`src/rtl/uart_tx_serializer.sv`:
```
// UART transmit serializer. Pops one FIFO word per frame and sends it on the tx
// line as start, data, optional parity and one or two stop bits, one bit per baud tick.
module uart_tx_serializer #(
  parameter int DATA_W      = 8,
  parameter int FIFO_RD_LAT = 1
) (
  input  logic              clk,
  input  logic              rst,
  input  logic              p_BaudSig_i,
  input  logic              p_TxEn_i,
  input  logic              p_BigEnd_i,
  input  logic [2:0]        ParityMode_i,
  input  logic              p_TwoStop_i,
  output logic              n_FifoRe_o,
  input  logic [DATA_W-1:0] FifoData_i,
  input  logic              p_FiFoEmpty_i,
  output logic [5:0]        State_o,
  output logic [3:0]        BitCounter_o,
  output logic [DATA_W-1:0] ShiftData_o,
  output logic              SerialData_o,
  output logic              p_Busy_o,
  output logic              p_FrameDone_o
);

  typedef enum logic [5:0] {
    IDLE   = 6'b000001,
    LOAD   = 6'b000010,
    START  = 6'b000100,
    DATA   = 6'b001000,
    PARITY = 6'b010000,
    STOP   = 6'b100000
  } state_t;

  localparam logic [3:0] LAST_BIT = 4'(DATA_W - 1);
  localparam logic [1:0] RD_LAT   = 2'(FIFO_RD_LAT);

  state_t     state;
  logic [1:0] lat_cnt;
  logic       captured;
  logic       big_end;
  logic [2:0] parity_mode;
  logic       two_stop;
  logic       can_start;
  logic       last_stop;
  logic       load_now;

  // Bit of the word sent at data position idx, honouring the latched bit order.
  function automatic logic pick_bit(input logic [DATA_W-1:0] word,
                                    input logic [3:0]        idx,
                                    input logic              msb_first);
    logic b;
    b = 1'b0;
    for (int k = 0; k < DATA_W; k++) begin
      if (idx == 4'(k)) begin
        b = msb_first ? word[DATA_W-1-k] : word[k];
      end
    end
    return b;
  endfunction

  function automatic logic parity_bit(input logic [DATA_W-1:0] word,
                                      input logic [2:0]        mode);
    logic b;
    case (mode)
      3'd1:    b = ^word;
      3'd2:    b = ~^word;
      3'd3:    b = 1'b1;
      default: b = 1'b0;
    endcase
    return b;
  endfunction

  always_comb begin
    can_start = p_TxEn_i & ~p_FiFoEmpty_i;
    last_stop = ~two_stop | (BitCounter_o != 4'd0);
    load_now  = p_BaudSig_i & can_start &
                ((state == IDLE) | ((state == STOP) & last_stop));
  end

  // Frame config is sampled once, on the edge that issues the FIFO read, so
  // mid-frame changes only take effect on the next frame.
  always_ff @(posedge clk or negedge rst) begin
    if (!rst) begin
      big_end     <= 1'b0;
      parity_mode <= 3'd0;
      two_stop    <= 1'b0;
    end else if (load_now) begin
      big_end     <= p_BigEnd_i;
      parity_mode <= (ParityMode_i > 3'd4) ? 3'd0 : ParityMode_i;
      two_stop    <= p_TwoStop_i;
    end
  end

  always_ff @(posedge clk or negedge rst) begin
    if (!rst) begin
      state         <= IDLE;
      lat_cnt       <= 2'd0;
      captured      <= 1'b0;
      BitCounter_o  <= 4'd0;
      ShiftData_o   <= '0;
      SerialData_o  <= 1'b1;
      n_FifoRe_o    <= 1'b1;
      p_FrameDone_o <= 1'b0;
    end else begin
      n_FifoRe_o    <= ~load_now;
      p_FrameDone_o <= 1'b0;
      if (load_now) begin
        lat_cnt  <= 2'd0;
        captured <= 1'b0;
      end
      case (state)
        IDLE: begin
          SerialData_o <= 1'b1;
          BitCounter_o <= 4'd0;
          if (load_now) begin
            state <= LOAD;
          end
        end
        // Baud ticks are ignored until the FIFO word has been captured.
        LOAD: begin
          if (!captured) begin
            if (lat_cnt == RD_LAT) begin
              ShiftData_o <= FifoData_i;
              captured    <= 1'b1;
            end else begin
              lat_cnt <= lat_cnt + 2'd1;
            end
          end else if (p_BaudSig_i) begin
            state        <= START;
            SerialData_o <= 1'b0;
          end
        end
        START: begin
          if (p_BaudSig_i) begin
            state        <= DATA;
            BitCounter_o <= 4'd0;
            SerialData_o <= pick_bit(ShiftData_o, 4'd0, big_end);
          end
        end
        DATA: begin
          if (p_BaudSig_i) begin
            if (BitCounter_o == LAST_BIT) begin
              if (parity_mode != 3'd0) begin
                state        <= PARITY;
                SerialData_o <= parity_bit(ShiftData_o, parity_mode);
              end else begin
                state        <= STOP;
                BitCounter_o <= 4'd0;
                SerialData_o <= 1'b1;
              end
            end else begin
              BitCounter_o <= BitCounter_o + 4'd1;
              SerialData_o <= pick_bit(ShiftData_o, BitCounter_o + 4'd1, big_end);
            end
          end
        end
        PARITY: begin
          if (p_BaudSig_i) begin
            state        <= STOP;
            BitCounter_o <= 4'd0;
            SerialData_o <= 1'b1;
          end
        end
        // A frame ending with more data queued chains straight into LOAD.
        STOP: begin
          SerialData_o <= 1'b1;
          if (p_BaudSig_i) begin
            if (!last_stop) begin
              BitCounter_o <= 4'd1;
            end else begin
              p_FrameDone_o <= 1'b1;
              BitCounter_o  <= 4'd0;
              state         <= load_now ? LOAD : IDLE;
            end
          end
        end
        default: begin
          state        <= IDLE;
          SerialData_o <= 1'b1;
        end
      endcase
    end
  end

  assign State_o  = state;
  assign p_Busy_o = (state != IDLE);

endmodule

```
`config.mk`:
```
export PLATFORM = sky130hd
export DESIGN_NAME = uart_tx_serializer
export DESIGN_NICKNAME = d
export VERILOG_FILES = /design/src/rtl/uart_tx_serializer.sv
export SDC_FILE = /design/constraint.sdc
export NUM_CORES = 1
export LEC_CHECK = 0
export ABC_AREA = 1
export ABC_CLOCK_PERIOD_IN_PS = 2100
export BUFFER_PORTS_ARGS = -buffer_cell sky130_fd_sc_hd__buf_2
export CELL_PAD_IN_SITES_DETAIL_PLACEMENT = 1
export CELL_PAD_IN_SITES_GLOBAL_PLACEMENT = 1
export CORE_ASPECT_RATIO = 0.9
export CORE_UTILIZATION = 39
export DETAILED_ROUTE_END_ITERATION = 10
export PLACE_DENSITY_LB_ADDON = 0.1
export RECOVER_POWER = 50
export SYNTH_ARGS = -nofsm -noshare
export SYNTH_HDL_FRONTEND = slang
export SYNTH_SLANG_ARGS = --single-unit
```
`constraint.sdc`:
```
create_clock -name clk -period 2.1 [get_ports clk]
set_input_delay 0.525 -clock clk [delete_from_list [all_inputs] [get_ports clk]]
set_output_delay 0.525 -clock clk [all_outputs]
set_load 0.05 [all_outputs]
```
==> impl_metrics.toml <==
[critical_path]
end_kind = "output port"
worstPathArrival_ns = 1.45
worst-r2r-cell-count = 9
reg2reg_to = "State_o[1]$_DFFE_PN0P_"
worstReg2RegStart = "BitCounter_o[1]$_DFFE_PN0P_"
setup.worst_path.start_class = "flip-flop"
worstSetupPathType = "reg2out"
required_ns = 1.57
rrSetupSlack_ns = 0.23
crit_path_max_fanout = 5

[grt]
track_usage_pct = 22.37
grt_pass1_wl_mm = 8.466
grt_pass1_vias = 1755
antenna_found_initial = 0
overflow = 0
grt_max_degree = 30

[placement]
dp_hpwl_mm = 3.979
io_buffer_count = 39
globalplace.congestion = 0.8148
dp_cells = 368

[clocking]
cts_tree = "built"
numClockSinks = 29
cts_setup_buffers = 0
cts-htree-levels = 2
cts_hold_buf = 0
cts_buffers = 5
clk_pin_slew_worst_paths_ns = 0.07
clock_latency_ns = 0.28
cts.path.max_buffers = 2
clockRootBuffer = "clkbuf_8"

[layout]
layout-drive-gt1-share_pct = 24.20
n_antenna_cell = 0
multiInputGateArea_mm2 = 0.001008
regArea_um2 = 735.7
fillers = 614
synthToLayoutAreaGrowth_pct = 19.20
instances_no_fill = 376
nNetsFinal = 337
fin_util_pct = 49.90

[floorplanning]
start_util_pct = 41.86
rows = 23
die_h_um = 68.49
fp.dieW_um = 75.88
io_pins = 40
core_area_mm2 = 0.004576
fp.dieArea_mm2 = 0.005196

[synth]
synth_area_mm2 = 0.001916
yosysSeqAreaShare_pct = 38.08
yosysWarnings = 0
yosys-top-cells-area = "dfrtp_1 (34%), nand2_1 (17%), inv_1 (7.8%)"
synth_top_area_cell = "dfrtp_1"
synth.top_cell.area_share_pct = 33.96
syn_inst = 267
avgSynthCellArea_um2 = 7.174
yosysUniqueCellTypes = 30
synth-seq-cells = 29
syn-num-nets = 291

[power_and_ir_drop]
powerDensity_mw_per_mm2 = 1561
p_leak_nw = 1.214
ir_worst_vdd_mv = 0.6460
p_total_w = 0.003564

[timing]
setup_viol = 0
fin_crit_ns = 1.974
rsz0062_at_grt = "no"
worst_pin_slew_ns = 0.7003
fmax_ghz = 0.5067
slew_viol_final = 0
fin_skew_ns = 0.004180
period_share_pct = 93.98
timing_hold_violations_final = 0
timing.hold.ws_ns = 0.2861
max_slew_margin_pct = 53.32
fin_setup_tns_ns = 0

[route]
drt-wirelength-per-cell_um = 13.45
firstDrtPassIters = 4
drc_errors = 0
drt_iter0_markers = 78
vias = 1827
viasPerCell = 4.859
finalWirelength_mm = 5.059
ant_nets = 0

[min_path]
hp-class = "in2async"

[run_status]
status = "completed"

[flow_run]
cap_violations = 0
-- through the flow --
stage	cell area (um^2)	worst slack, ns
after global placement	2192	0.2758
after detailed placement	2192	0.1816
after global routing	2283	0.01184
after CTS	2293	0.1407
final	2283	0.1264
after floorplan	1921	-0.07065
-- cell type report --
| type | instances | area share (%) |
|---|---|---|
| inverters | 43 | 7.069 |
| clock inverters | 1 | 0.2192 |
| repair buffers | 41 | 8.712 |
| multi-input cells | 193 | 44.16 |
| flip-flops and latches | 29 | 32.22 |
| well taps | 62 | 3.397 |
| clock buffers | 7 | 4.219 |
-- critical path, stage by stage, from the launching register on --
cell and delay, ns:
dfrtp_2 0.46, nor2_4 0.18, nand4_1 0.23, buf_2 0.29
-- state kept, by name, summed over array words and instances (netlist names) --
name           count
State_o            6
parity_mode        3
n_FifoRe_o         1
BitCounter_o       4
captured           1
big_end            1
p_FrameDone_o      1
lat_cnt            2
SerialData_o       1
ShiftData_o        8
two_stop           1
-- report_power, final --
part / total (W) / leakage, nW / switching (W) / internal (W)
Clock: 0.000520 / 0.0542 / 0.000224 / 0.000296
Combinational: 0.00206 / 0.804 / 0.00148 / 0.000575
Sequential: 0.000985 / 0.356 / 0.000210 / 0.000775
Total: 0.00356 / 1.21 / 0.00192 / 0.00165
-- routing by layer --
metal	up-vias	global-route usage [%]	share of wire (%)
li1	934	-	-
met1	864	31.07	50
met2	23	34.51	46
met3	6	4.418	2.6
met4	0	7.639	1.3
met5	-	0	0
-- cells in the final DEF (no fill, tap or decap), types with 2 or more instances in the layout --
cell type / netlist / routed
dfstp_2: 3 / 3
nor2_2: 4 / 4
inv_1: 40 / 40
inv_2: 3 / 3
ha_1: 6 / 5
o21ai_1: 8 / 8
nand3_2: 3 / 3
o21ai_0: 8 / 8
nand4_2: 2 / 2
nand3_1: 21 / 21
dfrtp_1: 26 / 21
o22ai_1: 2 / 2
buf_2: 0 / 30
nor3_1: 3 / 3
clkbuf_1: 0 / 9
nor2_1: 20 / 20
a21oi_1: 7 / 7
buf_4: 0 / 2
nand2_1: 86 / 87
nor2_4: 2 / 2
dfrtp_2: 0 / 5
a21oi_2: 9 / 9
nand4_1: 3 / 3
clkbuf_8: 0 / 7
-- kinds of logic (layout without fill, tap and decap cells) --
group / count (synthesis) / in the layout / synth area share (%)
xor+xnor: 1 / 1 / 0.4573
fa+ha+maj: 6 / 6 / 3.919
buf+inv: 45 / 92 / 9.274
simple gates: 149 / 149 / 36.25
compound gates: 37 / 37 / 12.02
flops: 29 / 29 / 38.08
-- synth_stat cells --
library cell / number
nand2_4: 1
a21boi_1: 1
inv_1: 40
nand2_1: 86
o21ai_1: 8
o21ai_0: 8
xor2_1: 1
o22ai_1: 2
nor3b_4: 1
nor2_1: 20
nand2_2: 1
buf_6: 1
nand3_2: 3
ha_1: 6
nand4_1: 3
nand3_1: 21
a211oi_1: 1
inv_2: 3
nor2_4: 2
a21oi_1: 7
nor2_2: 4
nor3_2: 1
o41ai_1: 1
dfstp_2: 3
clkbuf_2: 1
a21oi_2: 9
or2_4: 1
dfrtp_1: 26
nand4_2: 2
nor3_1: 3
-- how the worst max path moves through the flow --
stage                           startpoint                           to  depth (start not counted)
2_1_floorplan       State_o[0]$_DFFE_PN1P_  BitCounter_o[0]$_DFFE_PN0P_                          6
3_3_place_gp   BitCounter_o[0]$_DFFE_PN0P_       State_o[1]$_DFFE_PN0P_                          9
3_5_place_dp   BitCounter_o[0]$_DFFE_PN0P_       State_o[1]$_DFFE_PN0P_                          9
4_1_cts             State_o[5]$_DFFE_PN0P_                     p_Busy_o                          3
5_1_grt        BitCounter_o[1]$_DFFE_PN0P_       State_o[1]$_DFFE_PN0P_                          9
6_report            State_o[5]$_DFFE_PN0P_                     p_Busy_o                          3
-- repair_timing --
item	in CTS	in global routing
resized for setup	0	2
hold endpoints to repair	0	0
setup endpoints to repair	0	1
Note: power is estimated with default switching activity, not from simulation.
